[src/rtl/mem_arb.sv]
// mem_arb: shares the single-port synchronous memory between fetch and data access.
// Data access wins by default; a starvation counter forces a fetch grant.
`ifndef SIZE_ADDR
`define SIZE_ADDR 32
`endif
`ifndef SIZE_DATA
`define SIZE_DATA 32
`endif

module mem_arb #(
    parameter int STARVE_MAX = 4,
    parameter int CNT_W      = 8
) (
    input  logic                  iw_clk,
    input  logic                  iw_rst_n,
    input  logic                  iw_if_req,
    input  logic [`SIZE_ADDR-1:0] iw_if_addr,
    output logic                  ow_if_gnt,
    output logic                  ow_if_rvalid,
    output logic [`SIZE_DATA-1:0] ow_if_rdata,
    input  logic                  iw_ma_req,
    input  logic                  iw_ma_we,
    input  logic [`SIZE_ADDR-1:0] iw_ma_addr,
    input  logic [`SIZE_DATA-1:0] iw_ma_wdata,
    output logic                  ow_ma_gnt,
    output logic                  ow_ma_rvalid,
    output logic [`SIZE_DATA-1:0] ow_ma_rdata,
    output logic                  ow_mem_we,
    output logic [`SIZE_ADDR-1:0] ow_mem_addr,
    output logic [`SIZE_DATA-1:0] ow_mem_wdata,
    input  logic [`SIZE_DATA-1:0] iw_mem_rdata
);

    localparam logic [0:0] S_DPRI   = 1'b0;
    localparam logic [0:0] S_IFORCE = 1'b1;
    localparam logic [CNT_W:0] STARVE_LIM = (CNT_W+1)'(STARVE_MAX);

    logic [0:0]       state, state_nx;
    logic [CNT_W-1:0] cnt, cnt_nx;
    logic [CNT_W:0]   cnt_p1;
    logic             if_pend, ma_pend;

    assign cnt_p1 = {1'b0, cnt} + 1'b1;

    always_comb begin
        ow_if_gnt = 1'b0;
        ow_ma_gnt = 1'b0;
        state_nx  = state;
        cnt_nx    = cnt;
        if (iw_rst_n) begin
            case (state)
                S_DPRI: begin
                    if (iw_ma_req) begin
                        ow_ma_gnt = 1'b1;
                        if (iw_if_req) begin
                            // saturate rather than wrap so a huge count never releases IF late
                            cnt_nx = (&cnt) ? cnt : cnt_p1[CNT_W-1:0];
                            if (cnt_p1 == STARVE_LIM)
                                state_nx = S_IFORCE;
                        end else begin
                            cnt_nx = '0;
                        end
                    end else begin
                        ow_if_gnt = iw_if_req;
                        cnt_nx    = '0;
                    end
                end
                default: begin
                    ow_if_gnt = iw_if_req;
                    ow_ma_gnt = ~iw_if_req & iw_ma_req;
                    cnt_nx    = '0;
                    state_nx  = S_DPRI;
                end
            endcase
        end
    end

    always_comb begin
        ow_mem_we    = 1'b0;
        ow_mem_addr  = '0;
        ow_mem_wdata = '0;
        if (ow_ma_gnt) begin
            ow_mem_we    = iw_ma_we;
            ow_mem_addr  = iw_ma_addr;
            ow_mem_wdata = iw_ma_wdata;
        end else if (ow_if_gnt) begin
            ow_mem_addr  = iw_if_addr;
        end
    end

    always_ff @(posedge iw_clk) begin
        if (!iw_rst_n) begin
            state   <= S_DPRI;
            cnt     <= '0;
            if_pend <= 1'b0;
            ma_pend <= 1'b0;
        end else begin
            state   <= state_nx;
            cnt     <= cnt_nx;
            if_pend <= ow_if_gnt;
            ma_pend <= ow_ma_gnt & ~iw_ma_we;
        end
    end

    // a read granted just before reset must not surface while reset is held
    assign ow_if_rvalid = if_pend & iw_rst_n;
    assign ow_ma_rvalid = ma_pend & iw_rst_n;
    assign ow_if_rdata  = iw_mem_rdata;
    assign ow_ma_rdata  = iw_mem_rdata;

endmodule
[config.mk]
export PLATFORM = sky130hd
export DESIGN_NAME = mem_arb
export DESIGN_NICKNAME = d
export VERILOG_FILES = /design/src/rtl/mem_arb.sv
export SDC_FILE = /design/constraint.sdc
export NUM_CORES = 1
export LEC_CHECK = 0
export ABC_AREA = 1
export CAP_MARGIN = 20
export CORE_AREA = 2 2 103 105
export DETAILED_ROUTE_END_ITERATION = 8
export DIE_AREA = 0 0 105 107
export PLACE_DENSITY_LB_ADDON = 0.12
export SLEW_MARGIN = 30
export SYNTH_ARGS = -nofsm -noshare
export SYNTH_HDL_FRONTEND = slang
export SYNTH_SLANG_ARGS = --single-unit
[constraint.sdc]
create_clock -name iw_clk -period 3.7 [get_ports iw_clk]
set_clock_uncertainty 0.15 [all_clocks]
set_input_delay 0.74 -clock iw_clk [delete_from_list [all_inputs] [get_ports iw_clk]]
set_output_delay 0.74 -clock iw_clk [all_outputs]
set_load 0.02 [all_outputs]
# After elaboration in Yosys (flattened, before gate mapping)
# Cells that the tools add are included.
# Widths: inputs -> output; s select.
op_classes:
  addsub: 1
  eq_ne: 1
  n_mux: 11
  bitwise: 8
  n_reduce_logical: 2
op_table:
  columns: ["op", "n"]
  rows:
  - ["$mux 32", 3]
  - ["$add 8x1->9 const B", 1]
  - ["$eq 9x3->1 const B", 1]
  - ["$mux 1", 8]
  - ["$reduce_and 8->1", 1]
  - ["$and 1x1->1", 4]
  - ["$not 1->1", 4]
  - ["$reduce_or 4->1", 1]
totals:
  register_bits: 11
  inputBits: 133
  out_inout_bits: 133
  word_cells: 27

# Longest topological paths before layout
# Gate-level depths: netlist of the first run.
depth:
  depth_word: 5
  mapped_depth: 8
  mapped_depth_nobuf: 8

# Worst setup path before layout of the first run
# OpenSTA, ideal clock, no wires.
synth_timing:
  kind: "input -> output"
  from: "in iw_if_req"
  to: "out ow_mem_addr[22]"
  arrival_time_ns: 1.514
  required_ns: 2.810
  setup_slack_ns: 1.296
  cell_stages: 5
  path_buffers: 1
  cell_sequence: "nand2_1 nand3_4 inv_2 buf_2 a22o_1"
synth_between:
  elab_chain_cells: 5
synth_rtl:
  columns: ["item", "line_no", "text"]
  rows:
  - ["from (decl)", "16", "input logic iw_if_req,"]
  - ["$not 1->1 (no source line)", null, null]
  - ["$and 1x1->1", "70", "ow_ma_gnt = ~iw_if_req & iw_ma_req;"]
  - ["$mux 1", "51", "case (state)"]
  - ["$mux 1", "50", "if (iw_rst_n) begin"]
  - ["net ow_ma_gnt", "25", "output logic ow_ma_gnt,"]
  - ["$mux 32", "82", "if (ow_ma_gnt) begin"]
  - ["to (decl)", "29", "output logic [`SIZE_ADDR-1:0] ow_mem_addr,"]
# The timed path passes the listed nets, and every way through them passes these cells.

# Worst setup path in the final report of the first run
layout_timing:
  from: "in iw_rst_n"
  to: "out ow_mem_addr[28]"
layout_between:
  elab_chain_cells: 3
layout_rtl:
  columns: ["item", "line_no", "text"]
  rows:
  - ["from (decl)", "15", "input logic iw_rst_n,"]
  - ["$mux 1", "50", null]
  - ["$mux 32", "86", "end else if (ow_if_gnt) begin"]
  - ["$mux 32 *", "82", null]
# Every way passes the cells marked *; elsewhere a longest branch is shown, timed or not.

==> results by group, run 1 <==
Outcome
  • Outcome: finished clean

Setup path
  • CP Data Arrival Time: 2620 ps
  • CP max stage delay: 650 ps
  • Worst R2R Start: cnt[0]
  • Worst Path Required: between 2000 and 3000 ps
  • Worst Reg-to-Reg Cells: 6
  • CP Max Fanout: 17
  • Kind of critical path: input pin to primary output
  • CP max-delay cell: clkdlybuf4s50_1
  • Worst Path Buf+Inv: 5
  • Crit end category: primary output
  • Worst reg2reg setup slack: roughly 2200 ps
  • Critical-path cell list: clkdlybuf4s50_1 -> nand2_2 -> inv_1 -> nand2_2 -> inv_4 -> buf_12 -> a22o_1 -> clkdlybuf4s50_1
  • Worst setup SP type: input pin
  • Reg2reg end: cnt[0]
  • Delay-heaviest family, CP: buffers and inverters

Placed design
  • Gpl congestion: a little over 0.7
  • IO buf count: 169
  • DP HPWL: approximately 6 mm

Clocking
  • Clock transition at path regs: roughly 50 ps
  • Postcts setup bufs: 0
  • Maximum buffer depth of the clock tree: 2
  • H-tree depth: 1
  • Clock latency on the worst-skew pair: around 240 ps
  • Clk sinks: 11
  • CTS Hold Bufs: 0
  • Cells resized by post-CTS repair: 0
  • Root Driver: clkbuf_8
  • TritonCTS clock tree: built
  • Cts bufs inserted: 3

Finish
  • Register area: roughly 220 µm²
  • Area Overhead vs Synth: 83.26%
  • Multi-input combinational cell area: ~780 µm²
  • Ant. Diodes: 0
  • Fill cells: around 1100
  • Final Net Count: between 500 and 600
  • Most frequent cells in the layout: clkdlybuf4s50_1, inv_1, nor2_1
  • Fraction of layout cells with a size suffix above 1: between 10% and 20%
  • Core Util, Final: 31.49%
  • Commonest non-fill, non-tap cell in the layout: clkdlybuf4s50_1

Routing
  • Vias post-DR: about 1900
  • Post-DRT Antenna Nets: 0
  • First DRT Iteration DRCs: between 70 and 80
  • Vias per inst: 3.801
  • Total Wirelength: between 7 and 8 mm
  • DR pass1 iterations: 4
  • DR WL/cell: between 10 and 15 µm
  • # DRC: 0

Yosys
  • Syn avg cell area: about 6.6 µm²
  • Synth top area share: ~28%
  • FF+latch count, synth: 11
  • Yosys warning count: 0
  • Count of cell types in the netlist: 29
  • Largest area contributor in the netlist: buf_4
  • Sequential area share after synthesis: roughly an eighth
  • Mapped cell area: ~1700 µm²
  • Mapped Nets: just under 400
  • Post-Synthesis Cells: ~260
  • Synth top area cells: buf_4, dfxtp_1, a22o_2, inv_1, nor2_1

Floorplanning
  • DIE HEIGHT: between 100 and 150 µm
  • Die width: 105 µm
  • Starting Density: ~17%
  • Row count: 37
  • Core footprint: between 10000 and 15000 µm²
  • Ports: approximately 270
  • Die area: approximately 11000 µm²

Timing
  • Pins Over Slew Limit: 0
  • Post-layout minimum cycle time: 3511 ps
  • Max Freq: 0.2848 GHz
  • Worst-Margin Slew: around 340 ps
  • Fin Hold WS: 384.8 ps
  • Post-Route Setup TNS: 0 ps
  • Endpoints failing hold: 0
  • Slew margin rel.: around 78%
  • Period utilization: 94.88%
  • Setup violators final: 0
  • RSZ-0062 raised after global routing: no

Pwr
  • Clock share of power: 22.4%
  • Pint: roughly 0.38 mW
  • Switching fraction of total power: between 30% and 40%
  • Sequential share of power: between 20% and 30%
  • PD cells: ~170 nW/µm²
  • Power Total: around 0.54 mW
  • Peak VDD IR: a little over 90 µV
  • Leakage: 1.393 nW
  • NetSw: approximately 0.17 mW
  • Logic pwr share: 55.2%

Min path
  • HP Class: register to register
  • Min-Delay Endpoint: cnt[7]
  • WHS Path Cells: 2
  • Worst hold start: cnt[7]

Flow run
  • Max-Cap Viols: 0

GRT
  • Initial antenna violation count: 0
  • Largest net degree at the start of global routing: 35
  • Total global routing overflow: 0
  • Vias in the first global route: slightly above 2000
  • All-layer global routing usage: approximately an eighth
  • First-pass GRT wire length: roughly 11 mm
sequential cells by signal, summed over array words and instances, names as in the netlist:
signal,flops
cnt,8
ma_pend,1
if_pend,1
state,1
cell families after synthesis:
group	count (synthesis)	share of synthesized area, %
and+or+nand+nor	81	22.08
xor gates and xnor gates	1	0.5051
DFF	11	12.70
AOI/OAI and AO/OA	42	20.71
buffers and inverters	124	42.57
adders and majority gates	2	1.443
how the worst max path moves through the flow:
stage,startpoint,end,slack [ps],cells after the start
floorplan,iw_if_req,ow_mem_addr[22],1300,5
global placement,iw_rst_n,ow_mem_addr[31],230,8
detailed placement,iw_rst_n,ow_mem_addr[31],200,8
CTS,iw_rst_n,ow_mem_addr[31],180,8
global route,iw_rst_n,ow_mem_addr[31],90,8
finish,iw_rst_n,ow_mem_addr[28],190,8
routing by layer:
metal | track usage, % | wire (µm) | vias up
li1 | - | - | 961
met1 | 13.98 | 2892 | 794
met2 | 19.16 | 3219 | 138
met3 | 8.450 | 1080 | 19
met4 | 1.524 | 66 | 0
met5 | 0 | 0 | -
synth_stat cells:
cell / n
a21oi_1: 5
a22o_1: 12
a22o_2: 20
a31oi_1: 1
buf_2: 3
buf_4: 64
buf_6: 2
buf_8: 1
clkbuf_1: 3
dfxtp_1: 11
ha_1: 2
inv_1: 47
inv_2: 3
inv_4: 1
nand2_1: 22
nand2_2: 6
nand2_4: 1
nand3_1: 6
nand3_2: 1
nand3_4: 1
nand4_1: 1
nor2_1: 38
nor2_2: 2
nor2_4: 2
nor3_2: 1
o21ai_0: 1
o21ai_1: 2
o21bai_1: 1
xnor2_1: 1
through the flow:
stage	cells	cell area, µm²	worst slack [ps]
after global placement	499	3132	227.4
after detailed placement	499	3132	202.7
after CTS	503	3178	181.5
after global routing	503	3178	91.36
after floorplan	261	1734	1296
final	503	3178	189.4
worst reg2reg max path, stage by stage, from the launching register on:
cell,delay [ps]
dfxtp_1,430
ha_1,250
nand2_2,110
nor2_4,140
nand2_4,110
o21ai_1,150
a21oi_1,50
cell type report:
cell class / count / share of cell area, %
Timing Repair Buffer: 175 / 55.75
Multi-Input combinational cell: 126 / 24.41
Sequential cell: 11 / 6.929
Inverter: 51 / 6.102
Tap cell: 136 / 5.354
Clock buffer: 3 / 1.299
Clock inverter: 1 / 0.1575
power by group through the flow:
| stage | combinational (mW) | sequential, mW | clock (mW) |
|---|---|---|---|
| 2_1_floorplan | 0.207 | 0.123 | 0 |
| 3_3_place_gp | 0.305 | 0.124 | 0 |
| 3_5_place_dp | 0.303 | 0.124 | 0 |
| 4_1_cts | 0.305 | 0.121 | 0.126 |
| 5_1_grt | 0.321 | 0.122 | 0.133 |
| 6_report | 0.300 | 0.121 | 0.122 |
Power figures use the tool's default switching activity.
==> run 2, diff against run 1 <==
--- a/config.mk
+++ b/config.mk
@@ -10,7 +10,6 @@
 export CORE_AREA = 2 2 103 105
 export DETAILED_ROUTE_END_ITERATION = 8
 export DIE_AREA = 0 0 105 107
-export PLACE_DENSITY_LB_ADDON = 0.12
 export SLEW_MARGIN = 30
 export SYNTH_ARGS = -nofsm -noshare
 export SYNTH_HDL_FRONTEND = slang
==> results by group, run 2 (same netlist as run 1, synthesis figures left out) <==
Timing
  • RSZ-0062 raised after global routing: no
  • Final setup margin: between 100 and 150 ps
  • Pins Over Slew Limit: 0
  • Slew margin rel.: a little under 80%
  • Post-Route Setup TNS: 0 ps
  • Period utilization: a little over nine tenths
  • Endpoints failing hold: 0
  • Max Freq: around 0.28 GHz
  • Setup violators final: 0
  • Post-layout minimum cycle time: ~3600 ps
  • Worst-Margin Slew: 331.1 ps

Routing
  • Vias post-DR: roughly 1900
  • DR pass1 iterations: 4
  • Vias per inst: between 3 and 4
  • First DRT Iteration DRCs: between 60 and 70
  • Total Wirelength: 6.290 mm
  • # DRC: 0
  • DR WL/cell: 12.61 µm
  • Post-DRT Antenna Nets: 0

Setup path
  • Worst setup SP type: input pin
  • CP Data Arrival Time: 2690 ps
  • Kind of critical path: input pin to primary output
  • CP Max Fanout: 33
  • Crit end category: primary output
  • Worst Path Required: 2810 ps
  • Worst reg2reg setup slack: 2170 ps

Finish
  • Max reg flops: 8
  • Fill cells: ~1100
  • Final Net Count: between 400 and 500
  • Most frequent cells in the layout: clkdlybuf4s50_1, inv_1, nor2_1
  • Ant. Diodes: 0
  • Commonest non-fill, non-tap cell in the layout: clkdlybuf4s50_1
  • Multi-input combinational cell area: 775.7 µm²
  • Register area: between 200 and 250 µm²
  • Biggest register: cnt
  • Area Overhead vs Synth: 80.16%
  • Fraction of layout cells with a size suffix above 1: a little under an eighth

Floorplanning
  • Die width: approximately 110 µm
  • Row count: 37
  • Starting Density: between 15 and 20%
  • DIE HEIGHT: 107 µm
  • Core footprint: a little over 10000 µm²
  • Die area: between 10000 and 15000 µm²
  • Ports: ~270

Min path
  • HP Class: register to register

Clocking
  • Clock latency on the worst-skew pair: 240 ps
  • Postcts setup bufs: 0
  • H-tree depth: 1
  • Clk sinks: 11
  • Root Driver: clkbuf_8
  • Maximum buffer depth of the clock tree: 2
  • Cells resized by post-CTS repair: 0
  • CTS Hold Bufs: 0
  • TritonCTS clock tree: built
  • Clock transition at path regs: about 50 ps
  • Cts bufs inserted: 3

Flow run
  • Max-Cap Viols: 0

GRT
  • Most used routing layer: met2
  • Vias in the first global route: 1923
  • First-pass GRT wire length: ~9.4 mm
  • Met3 global-route usage: 4.073%
  • Largest net degree at the start of global routing: 35
  • Initial antenna violation count: 0
  • Met1 Use GR: 11.97%
  • Met2 global-route usage: ~17%
  • Total global routing overflow: 0
  • All-layer global routing usage: around a tenth

Pwr
  • Peak VDD IR: about 87 µV
  • PD cells: roughly 170 nW/µm²
  • Leakage: between 1 and 1.5 nW

Outcome
  • Outcome: finished clean

Placed design
  • Gpl congestion: just under 0.8
  • IO buf count: 169
  • Post-place setup slack: roughly 100 ps
  • DP HPWL: between 5 and 6 mm
==> run 2: changes by cell type in the layout (fill, tap and decap cells not counted), sizes merged <==
cell,previous run,this run
clkinv,1,0
clkdlybuf4s50,168,169
clkbuf,3,4
buf,7,2
==> run 2: cell type report <==
cell class / count / area share (%)
Sequential cell: 11 / 7.048
Inverter: 51 / 6.207
Timing Repair Buffer: 171 / 55.03
Clock buffer: 4 / 1.442
Multi-Input combinational cell: 126 / 24.83
Tap cell: 136 / 5.447
==> run 2: routing by layer <==
metal,share of wire [%],wire length [µm]
met1,41,2571
met2,43,2702
met3,13,814
met4,3.2,201
met5,0,0
==> run 2: final timing paths <==
path                            startpoint         endpoint  depth (start not counted)
worst min register to register      cnt[7]           cnt[7]                          2
worst max-delay path              iw_rst_n  ow_mem_addr[18]                          7
worst max register to register      cnt[0]           cnt[0]                          6
worst min-delay path                cnt[7]           cnt[7]                          2
==> run 2: worst max-delay path, cell delays in order <==
cell and delay, ps:
clkdlybuf4s50_1 590, nand2_2 110, inv_1 70, nand2_2 60, inv_4 250, a22o_2 230, clkdlybuf4s50_1 600
==> run 2: report_power, final <==
| group | leakage [nW] | switching (mW) | internal [mW] |
|---|---|---|---|
| clock network | 0.0228 | 0.0458 | 0.0757 |
| registers | 0.0890 | 0.00129 | 0.120 |
| logic | 1.25 | 0.113 | 0.179 |
==> run 2: metrics by stage <==
stage | hold slack (ps) | std cells | total power [mW] | instance area (µm²) | utilization [%]
floorplan | 339.6 | 261 | 0.3309 | 1734 | -
CTS | 383.6 | 499 | 0.5408 | 3124 | 30.96
finish | 379.3 | 499 | 0.5348 | 3124 | 30.96
global route | 416.5 | 499 | 0.5614 | 3124 | 30.96
global placement | 364.1 | 495 | 0.4157 | 3079 | 30.51
detailed placement | 374.6 | 495 | 0.4171 | 3079 | 30.51
